`config.mk`:
```
export PLATFORM = sky130hd
export DESIGN_NAME = util_heartbeat_gen
export DESIGN_NICKNAME = d
export VERILOG_FILES = /design/src/rtl/util_heartbeat_pkg.sv /design/src/rtl/util_heartbeat_gen.sv
export SDC_FILE = /design/constraint.sdc
export NUM_CORES = 1
export LEC_CHECK = 0
export CAP_MARGIN = 20
export CORE_AREA = 2 2 105 107
export CTS_BUF_LIST = sky130_fd_sc_hd__clkbuf_4
export CTS_CLUSTER_DIAMETER = 150
export DETAILED_ROUTE_END_ITERATION = 8
export DIE_AREA = 0 0 107 109
export PLACE_DENSITY = 0.79
export SLEW_MARGIN = 20
export SYNTH_ARGS = -nofsm -noshare
export SYNTH_HDL_FRONTEND = slang
export SYNTH_SLANG_ARGS = --single-unit
```
`constraint.sdc`:
```
create_clock -name clk -period 4.8 [get_ports clk]
set_input_delay 0.72 -clock clk [delete_from_list [all_inputs] [get_ports clk]]
set_output_delay 0.72 -clock clk [all_outputs]
set_load 0.1 [all_outputs]
```
`src/rtl/util_heartbeat_pkg.sv`:
```
// Shared definitions for the heartbeat generator: FSM encoding and the
// "zero means one" clamp used on the period and width inputs.
package util_heartbeat_pkg;

  typedef enum logic [1:0] {
    ST_IDLE  = 2'd0,
    ST_PULSE = 2'd1,
    ST_WAIT  = 2'd2
  } hb_state_t;

  // Callers zero-extend into 64 bits and truncate the result back.
  function automatic logic [63:0] min1(input logic [63:0] v);
    return (v == 64'd0) ? 64'd1 : v;
  endfunction

endpackage

```
`src/rtl/util_heartbeat_gen.sv`:
```
// Periodic keep-alive pulse generator. The period is counted in external
// ticks, the pulse width in clk cycles, and extra beats can be requested
// through a force_req/force_ack handshake.
module util_heartbeat_gen
  import util_heartbeat_pkg::*;
#(
  parameter int CNT_W      = 32,
  parameter int WID_W      = 16,
  parameter int FIRST_BEAT = 1
) (
  input  logic             clk,
  input  logic             rst,
  input  logic             en,
  input  logic [CNT_W-1:0] period,
  input  logic [WID_W-1:0] width,
  input  logic             cnt_pulse,
  input  logic             force_req,
  output logic             force_ack,
  output logic             hb_out,
  output logic             hb_start,
  output logic [CNT_W-1:0] hb_count,
  output logic             busy
);

  hb_state_t        r_state, w_nxt_state;
  logic [CNT_W-1:0] r_tick,  w_nxt_tick;
  logic [WID_W-1:0] r_wcnt,  w_nxt_wcnt;
  logic [CNT_W-1:0] r_count, w_nxt_count;
  logic             r_hb,    w_nxt_hb;
  logic             r_start, w_nxt_start;
  logic             r_ack,   w_nxt_ack;
  logic             r_busy;
  logic             w_load;
  logic [CNT_W-1:0] w_period_c;
  logic [WID_W-1:0] w_width_c;

  assign w_period_c = CNT_W'(min1(64'(period)));
  assign w_width_c  = WID_W'(min1(64'(width)));

  // Next-state and datapath: r_wcnt holds the high cycles left after the
  // current one, so a pulse ends when it reads zero in PULSE.
  always_comb begin
    w_nxt_state = r_state;
    w_nxt_tick  = r_tick;
    w_nxt_wcnt  = r_wcnt;
    w_nxt_count = r_count;
    w_nxt_hb    = r_hb;
    w_nxt_start = 1'b0;
    w_nxt_ack   = 1'b0;
    w_load      = 1'b0;
    if (!en) begin
      w_nxt_state = ST_IDLE;
      w_nxt_tick  = '0;
      w_nxt_wcnt  = '0;
      w_nxt_count = '0;
      w_nxt_hb    = 1'b0;
    end else begin
      case (r_state)
        ST_IDLE: begin
          if (FIRST_BEAT != 0) begin
            w_load = 1'b1;
          end else begin
            w_nxt_state = ST_WAIT;
            w_nxt_tick  = w_period_c;
          end
        end
        ST_PULSE: begin
          if (cnt_pulse && (r_tick != '0)) w_nxt_tick = r_tick - CNT_W'(1);
          if (r_wcnt == '0) begin
            w_nxt_state = ST_WAIT;
            w_nxt_hb    = 1'b0;
          end else begin
            w_nxt_wcnt = r_wcnt - WID_W'(1);
          end
        end
        ST_WAIT: begin
          // Expiry and a forced request collapse into one beat; the
          // request is still acknowledged so it is not replayed.
          if ((r_tick == '0) || force_req) begin
            w_load    = 1'b1;
            w_nxt_ack = force_req;
          end else if (cnt_pulse) begin
            w_nxt_tick = r_tick - CNT_W'(1);
          end
        end
        default: w_nxt_state = ST_IDLE;
      endcase
      if (w_load) begin
        w_nxt_state = ST_PULSE;
        w_nxt_hb    = 1'b1;
        w_nxt_start = 1'b1;
        w_nxt_tick  = w_period_c;
        w_nxt_wcnt  = w_width_c - WID_W'(1);
        w_nxt_count = (r_count == '1) ? r_count : r_count + CNT_W'(1);
      end
    end
  end

  // State and output registers.
  always_ff @(posedge clk) begin
    if (rst) begin
      r_state <= ST_IDLE;
      r_tick  <= '0;
      r_wcnt  <= '0;
      r_count <= '0;
      r_hb    <= 1'b0;
      r_start <= 1'b0;
      r_ack   <= 1'b0;
      r_busy  <= 1'b0;
    end else begin
      r_state <= w_nxt_state;
      r_tick  <= w_nxt_tick;
      r_wcnt  <= w_nxt_wcnt;
      r_count <= w_nxt_count;
      r_hb    <= w_nxt_hb;
      r_start <= w_nxt_start;
      r_ack   <= w_nxt_ack;
      r_busy  <= (w_nxt_state != ST_IDLE);
    end
  end

  assign force_ack = r_ack;
  assign hb_out    = r_hb;
  assign hb_start  = r_start;
  assign hb_count  = r_count;
  assign busy      = r_busy;

endmodule

```
=== Yosys cells after proc, flatten, opt, wreduce, memory -nomap -nowiden ===
Index checks and enable logic that the tools add are counted.

* Register bits: 86
* Latch bits: 0
* Memory bits (writable): 0
* ROM bits: 0
* Input port bits: 53
* Output and inout port bits: 36
* Logic and storage cells: 63
* Memories: 0

* Add/subtract/negate cells: 4
* Multiply operators: 0
* Div/mod/pow operators: 0
* $lt $le $gt $ge: 0
* Equality and inequality tests: 7
* Shift operators: 0
* Mux-type cells: 21
* Bitwise gates (word level): 4
* Reduce and logical (&&, ||, !) cells: 19

{| class="wikitable"
|+ Operators with widths
! cell !! count
|-
| 32-bit two-way mux || 5
|-
| 32-bit zero test || 2
|-
| 16-bit two-way mux || 4
|-
| 32-bit one-hot mux with 2 select lines || 1
|-
| 32-bit by 1-bit adder with 32-bit output, second input constant || 1
|-
| 32-bit == test, second input constant || 1
|-
| 16-bit zero test || 2
|-
| 32-bit nonzero test || 1
|-
| 16-bit by 1-bit subtractor with 16-bit output, second input constant || 2
|-
| 32-bit by 1-bit subtractor with 32-bit output, second input constant || 1
|-
| 3-bit inequality test, second input constant || 3
|-
| 1-bit two-way mux || 6
|-
| 2-bit two-way mux || 3
|-
| 2-bit AND reduction || 3
|-
| 2-bit nonzero test || 3
|-
| 1-bit inverter || 4
|-
| 2-bit one-hot mux with 2 select lines || 1
|-
| 4-bit AND reduction || 1
|-
| 2-bit OR reduction || 2
|-
| 4-bit OR reduction || 1
|-
| 3-bit nonzero test || 1
|-
| 2-bit by 1-bit == test with 1-bit output, second input constant || 1
|-
| 2-bit == test, second input constant || 1
|-
| 2-bit zero test || 1
|-
| other kinds (4) || 4
|}

=== Depth between registers and ports, before layout ===
Gate-level depths: netlist of the first run.

* Depth in word-level cells: 8
* Depth in mapped cells: 21
* Gate-level depth less buffers: 14

=== Worst setup path after synthesis of the first run ===
OpenSTA, ideal clock, no wires.

* Path type: register to register
* Start point: register r_tick[8]
* End point: register r_wcnt[10]
* Setup time: 132 ps
* Data arrival time: 4,667 ps
* Setup slack: 1 ps
* Cell stages (with the launch flop): 20
* Buffers on the path: 8
* Clock period less this slack: 4,799 ps
* Cells stage by stage: dfxtp_1 -> buf_6 -> or4_4 -> buf_6 -> or4_4 -> buf_6 -> o311a_1 -> buf_6 -> or2_1 -> buf_2 -> buf_2 -> clkbuf_1 -> a21oi_1 -> ha_1 -> clkbuf_1 -> inv_1 -> a2111oi_0 -> nor3b_1 -> xnor2_1 -> a21oi_1

* Cells in the longest elaborated chain, start to end: 7
* Elaborated cells on any way between the ends: 9
* Those cells by class: eq/ne: 1; mux: 4; reduce/logical: 4

{| class="wikitable"
|+ Ends and longest elaborated chain
! element !! RTL line !! text
|-
| start: declaration || util_heartbeat_gen.sv:26 || <nowiki>logic [CNT_W-1:0] r_tick, w_nxt_tick;</nowiki>
|-
| start signal: assignment || util_heartbeat_gen.sv:112 || <nowiki>r_tick <= w_nxt_tick;</nowiki>
|-
| 32-bit zero test * || util_heartbeat_gen.sv:79 || <nowiki>if ((r_tick == '0) || force_req) begin</nowiki>
|-
| 1-bit logical OR * || util_heartbeat_gen.sv:79 ||
|-
| 1-bit two-way mux * || util_heartbeat_gen.sv:79 ||
|-
| 1-bit one-hot mux with 2 select lines * || util_heartbeat_gen.sv:58 || <nowiki>case (r_state)</nowiki>
|-
| 1-bit two-way mux * || util_heartbeat_gen.sv:51 || <nowiki>if (!en) begin</nowiki>
|-
| 2-bit by 1-bit inequality test with 1-bit output (no source line) / 2-bit nonzero test (equally long branches) || -- ||
|-
| 2-bit AND reduction (no source line) || -- ||
|-
| end signal: assignment || util_heartbeat_gen.sv:113 || <nowiki>r_wcnt <= w_nxt_wcnt;</nowiki>
|-
| end: declaration || util_heartbeat_gen.sv:27 || <nowiki>logic [WID_W-1:0] r_wcnt, w_nxt_wcnt;</nowiki>
|}

Mark *: on every way between the ends. The rest lies on a longest branch, timed or not. The select of a mux whose other input is x is not followed.
A chain may end at the register's enable or synchronous reset.

=== Worst setup path in the final report of the first run ===
* Start point: register r_tick[0]
* End point: register r_wcnt[10]

The elaborated chain is that of the path after synthesis.

==> results.json, run 1 <==
{
  "cts_hold_buf": 0,
  "maxCapViolations": 0,
  "min_period_over_period_pct": 86.9,
  "yosys_warnings": 0,
  "syn2layout_area_growth_pct": 19.7,
  "setup_viol": 0,
  "r2r-start": "r_tick[0]",
  "pwr-share-comb_pct": 23.5,
  "critPathMaxFanout": 69,
  "peakVddDrop_mv": 0.135,
  "seq_area_frac_synth_pct": 33.2,
  "syn_area_sq_um": 5180,
  "ctsResizeCount": 0,
  "dr_wl_met3_um": 866,
  "clockRootBuffer": "clkbuf_4",
  "viasPerCell": 6.20,
  "coreArea_sq_um": 10600,
  "post-cts-setup-buffers": 0,
  "worstSkewPairLatency_ns": 0.46,
  "routed_wl_um": 13600,
  "r2r_slack_ns": 0.63,
  "whs_endpoint": "hb_out",
  "dr.max_layer_used": "met4",
  "rsz0062_at_grt": "false",
  "fin_crit_ns": 4.17,
  "tns_ns": 0,
  "worstSetupEndpointType": "register",
  "yosys_most_used_dff": "dfxtp_1",
  "antenna_found_initial": 0,
  "worstHoldPathCells": 2,
  "htree_num_levels": 3,
  "cts_tree": "built",
  "grt_pass1_wl_um": 22700,
  "ff2ff_path_depth": 15,
  "synthSimpleGateAreaFrac_pct": 28.5,
  "rows": 38,
  "clkSinkCount": 86,
  "clock_skew_ns": 0.0240,
  "grt_pass1_vias": 4857,
  "pin_count": 89,
  "dr.pass1.iters": 5,
  "slew_headroom_pct": 34.3,
  "diodes": 0,
  "p_per_area_nw_per_um2": 252,
  "dp_hpwl_um": 9650,
  "fillCellCount": 943,
  "arrival_ns": 4.50,
  "clkPwrFrac_pct": 27.4,
  "hold_path_class": "reg2reg",
  "grt-ovfl-total": 0,
  "synthArstFlopShare_pct": 0,
  "ys_seq_elements": 86,
  "register_area_sq_um": 1720,
  "power_frac_seq_pct": 49.1,
  "synth.distinct_cells": 56,
  "clockBufferDepth": 2,
  "drt-wirelength-per-cell_um": 16.1,
  "postRouteAntennaNets": 0,
  "drc_errors": 0,
  "avgSynthCellArea_sq_um": 8.07,
  "startpoint_type": "register",
  "cts_buffers": 9,
  "synth_compound_area_share_pct": 19.5,
  "status": "complete, no violations",
  "worstHoldStart": "hb_out",
  "syn_inst": 642,
  "drtIter0Drc": 355,
  "p_int_mw": 1.06,
  "crit_type": "reg2reg",
  "hold_viol": 0,
  "wl_met1_um": 6010,
  "hold_slack_ns": 0.494,
  "gp_congestion": 0.901,
  "worstMarginPinSlew_ns": 0.982,
  "switching_power_mw": 0.504,
  "synth_xor_area_share_pct": 6.25,
  "final_layout_size_suffix_gt1_share_pct": 4.68,
  "switching_share_pct": 32.3,
  "wl_met2_um": 6530,
  "initial_core_util_pct": 48.9,
  "timing.fmax_mhz": 240,
  "multi_input_comb_area_sq_um": 3170,
  "die_h_um": 109,
  "track_usage_pct": 23.7,
  "synth_nets": 698,
  "crit_required_ns": 5.13,
  "port_buffers": 88,
  "synth-edff-count": 0,
  "grt_max_degree": 70,
  "die_w_um": 107,
  "synth_top_family_by_area": "simple AND/OR/NAND/NOR gates",
  "synthMuxAreaShare_pct": 6.08,
  "clk_pin_slew_ns": 0.16,
  "drv_slew": 0,
  "die-area_sq_um": 11700,
  "p_leak_nw": 2.11,
  "synth-adder-area-share_pct": 0.724,
  "vias": 5241,
  "fin_nets": 756,
  "r2r_end": "r_wcnt[10]"
}
-- cell usage in the layout, fill, tap and decap left out, types with 4 or more instances in the layout --
cell and instances:
nor3_1 35, xor2_1 15, nand2_1 42, dfxtp_1 86, o22ai_1 4, mux2i_1 9
nor3b_1 6, xnor2_1 22, or3_1 22, o41ai_1 6, mux2_1 17, nand4_1 16
a21oi_1 24, a32o_1 24, clkbuf_4 9, a211oi_1 10, nand3_1 19, o21a_1 4
a31oi_1 5, o311ai_0 5, a21boi_0 4, nor2_1 62, or4_1 13, inv_1 13
o21ai_0 43, nor4_1 28, clkdlybuf4s50_1 88, buf_4 8, nand2b_1 10, and3_1 4
-- cell type report --
class / instances / area share (%)
clock inverters: 7 / 1.17
multi-input cells: 494 / 51.2
flip-flops and latches: 86 / 27.8
clock buffers: 9 / 1.09
repair buffers: 96 / 15.2
well taps: 140 / 2.82
inverters: 13 / 0.787
-- layer usage --
layer	vias to the layer above	GRT usage, %
met4	0	9.09
met1	2480	31.2
met3	26	3.65
li1	2527	-
met5	-	0
met2	208	39.4
-- worst max-delay path by stage --
stage                     depth (start not counted)  slack, ns    endpoint       from
after detailed placement                         15       0.66  r_wcnt[10]  r_tick[0]
after CTS                                        15       0.65  r_wcnt[10]  r_tick[0]
after global routing                             15       0.32  r_wcnt[12]  r_tick[0]
after global placement                           16       0.75  r_wcnt[10]  r_tick[0]
final                                            15       0.63  r_wcnt[10]  r_tick[0]
after floorplan                                  19     0.0007  r_wcnt[10]  r_tick[8]
-- power by group through the flow --
| stage | Combinational [mW] | Sequential (mW) | Clock (mW) |
|---|---|---|---|
| finish | 0.367 | 0.768 | 0.428 |
| global route | 0.402 | 0.772 | 0.468 |
| CTS | 0.363 | 0.767 | 0.432 |
| detailed placement | 0.361 | 0.782 | 0 |
| global placement | 0.354 | 0.780 | 0 |
| floorplan | 0.249 | 0.791 | 0 |
-- worst max-delay path, stage by stage, from the launching register on --
cell	delay, ns
dfxtp_1	0.36
inv_1	0.09
ha_1	0.20
or4b_1	0.57
or4_4	0.54
o311a_1	0.36
or2_2	0.29
buf_4	0.37
nor2_1	0.23
a21oi_1	0.06
ha_1	0.28
nand3b_1	0.25
nor3_1	0.09
xor2_1	0.14
o21ai_0	0.15
a21oi_1	0.06
-- synthesized netlist by cell type, types with 8 or more instances --
master	number	area, sq um
xnor2_1	22	193
clkbuf_1	34	128
buf_6	8	90.1
mux2i_1	9	90.1
nand3_1	19	95.1
nor4_1	28	175
or3_1	22	138
nor2_1	63	236
or4_1	13	97.6
nand2_1	42	158
a21oi_1	24	120
dfxtp_1	86	1720
a211oi_1	10	75.1
o21ai_0	43	215
nand2b_1	10	62.6
inv_1	13	48.8
nand4_1	16	100
mux2_1	17	191
xor2_1	15	131
a32o_1	24	240
nor3_1	35	175
-- cell families after synthesis --
logic type,count (synthesis)
buffers and inverters,62
flip-flops,86
multiplexers,29
XOR/XNOR,37
adder cells (fa/ha/maj),3
AO/OA/AOI/OAI,146
AND/OR/NAND/NOR,279
-- stage by stage --
stage / cells / total power [mW] / setup WS, ns / util (%) / area, sq um
2_1_floorplan: 642 / 1.04 / 0.000721 / - / 5180
3_3_place_gp: 829 / 1.13 / 0.751 / 57.2 / 6060
3_5_place_dp: 829 / 1.14 / 0.656 / 57.2 / 6060
4_1_cts: 845 / 1.56 / 0.650 / 58.5 / 6200
5_1_grt: 845 / 1.64 / 0.316 / 58.5 / 6200
6_report: 845 / 1.56 / 0.630 / 58.5 / 6200
-- state kept, by name, indices dropped and copies added (netlist names) --
name       count
busy           1
force_ack      1
hb_count      32
hb_out         1
hb_start       1
r_state        2
r_tick        32
r_wcnt        16
Note: power is estimated with default switching activity, not from simulation.
==> run 2: changes to the inputs <==
Settings changed: CAP_MARGIN 20 to 0, PLACE_DENSITY 0.79 to unset, PLACE_DENSITY_LB_ADDON set to 0.1.
==> results.json, run 2 (synthesized netlist as in run 1, its figures left out) <==
{
  "port_buffers": 88,
  "grt-ovfl-total": 0,
  "dp_slack_ns": 0.636,
  "startpoint_type": "register",
  "tns_ns": 0,
  "placed_area_sq_um": 6060,
  "clkPwrFrac_pct": 22.8,
  "gp_congestion": 0.842,
  "viasPerCell": 6.10,
  "initial_core_util_pct": 48.9,
  "pwr-share-comb_pct": 24.8,
  "dp.cells": 829,
  "final_layout_size_suffix_gt1_share_pct": 4.13,
  "worstSkewPairLatency_ns": 0.44,
  "drc_errors": 0,
  "min_period_over_period_pct": 87.7,
  "timing.fmax_mhz": 238,
  "fin_ws_ns": 0.591,
  "peakVddDrop_mv": 0.109,
  "final_area_sq_um": 6150,
  "dp_hpwl_um": 9600,
  "clk_pin_slew_ns": 0.12,
  "antenna_found_initial": 0,
  "arrival_ns": 4.51,
  "mostFrequentLayoutCells": "88 x clkdlybuf4s50_1, 86 x dfxtp_1, 62 x nor2_1",
  "drtIter0Drc": 304,
  "power_frac_seq_pct": 52.5,
  "drv_slew": 0,
  "dr.pass1.iters": 4,
  "clkSinkCount": 86,
  "worstMarginPinSlew_ns": 1.03,
  "switching_power_mw": 0.469,
  "postRouteAntennaNets": 0,
  "coreArea_sq_um": 10600,
  "power_mw": 1.47,
  "fin_nets": 756,
  "p_per_area_nw_per_um2": 238,
  "cts_buffers": 9,
  "rows": 38,
  "final_common_cell": "clkdlybuf4s50_1",
  "cts_tree": "built",
  "diodes": 0,
  "post-cts-setup-buffers": 0,
  "grt_max_degree": 70,
  "crit_required_ns": 5.10,
  "switching_share_pct": 32.0,
  "rsz0062_at_grt": "false",
  "routed_wl_um": 13800,
  "die_w_um": 107,
  "maxCapViolations": 0,
  "critPathMaxFanout": 69,
  "hold_slack_ns": 0.469,
  "p_leak_nw": 2.10,
  "clockRootBuffer": "clkbuf_4",
  "r2r_slack_ns": 0.59,
  "fillCellCount": 972,
  "clock_skew_ns": 0.00560,
  "drt-wirelength-per-cell_um": 16.4,
  "htree_num_levels": 3,
  "clockBufferDepth": 2,
  "grt_pass1_wl_um": 22300,
  "ctsResizeCount": 0,
  "hold_path_class": "reg2reg",
  "fin_util_pct": 58.0,
  "pin_count": 89,
  "status": "complete, no violations",
  "setup_viol": 0,
  "p_int_mw": 0.998,
  "die-area_sq_um": 11700,
  "hold_viol": 0,
  "worstSetupEndpointType": "register",
  "track_usage_pct": 23.6,
  "cts_hold_buf": 0,
  "slew_headroom_pct": 31.5,
  "syn2layout_area_growth_pct": 18.7,
  "vias": 5142,
  "stdcell_count": 843,
  "fin_crit_ns": 4.21,
  "grt_pass1_vias": 4790,
  "die_h_um": 109,
  "crit_type": "reg2reg"
}
-- run 2: path summary, 6_finish.rpt --
kind / startpoint / to / depth (start not counted)
max: r_tick[0] / r_wcnt[10] / 16
min: hb_out / hb_out / 2
max reg2reg: r_tick[0] / r_wcnt[10] / 16
min reg2reg: hb_out / hb_out / 2
-- run 2: power groups by stage --
stage | logic, mW | registers [mW] | clock network, mW
after global routing | 0.399 | 0.774 | 0.368
after global placement | 0.354 | 0.783 | 0
final | 0.363 | 0.770 | 0.334
after CTS | 0.362 | 0.769 | 0.344
after detailed placement | 0.359 | 0.785 | 0
after floorplan | 0.249 | 0.791 | 0
-- run 2: layout make-up --
type | instances | area (sq um) | area share, %
Multi-Input combinational cell | 494 | 3170 | 51.6
Tap cell | 140 | 175 | 2.85
Sequential cell | 86 | 1720 | 28.0
Clock buffer | 10 | 75.1 | 1.22
Timing Repair Buffer | 96 | 941 | 15.3
Inverter | 13 | 48.8 | 0.793
Clock inverter | 4 | 16.3 | 0.264
-- run 2: per-layer routing --
| metal | part of all wire [%] | routed length, um | global-route usage, % |
|---|---|---|---|
| met1 | 46 | 6340 | 31.5 |
| met3 | 4.7 | 654 | 2.99 |
| met2 | 47 | 6510 | 38.6 |
| met4 | 2.1 | 286 | 10.1 |
| met5 | 0 | 0 | 0 |
-- run 2: worst max-delay path, stage by stage (launching register included) --
cell,delay (ns)
dfxtp_1,0.37
inv_1,0.10
ha_1,0.19
or4b_1,0.56
or4_4,0.53
o311a_1,0.37
or2_2,0.29
buf_4,0.37
nor2_1,0.23
a21oi_1,0.06
ha_1,0.28
inv_1,0.10
a2111oi_0,0.06
buf_4,0.20
nor3b_1,0.14
xnor2_1,0.14
a21oi_1,0.08
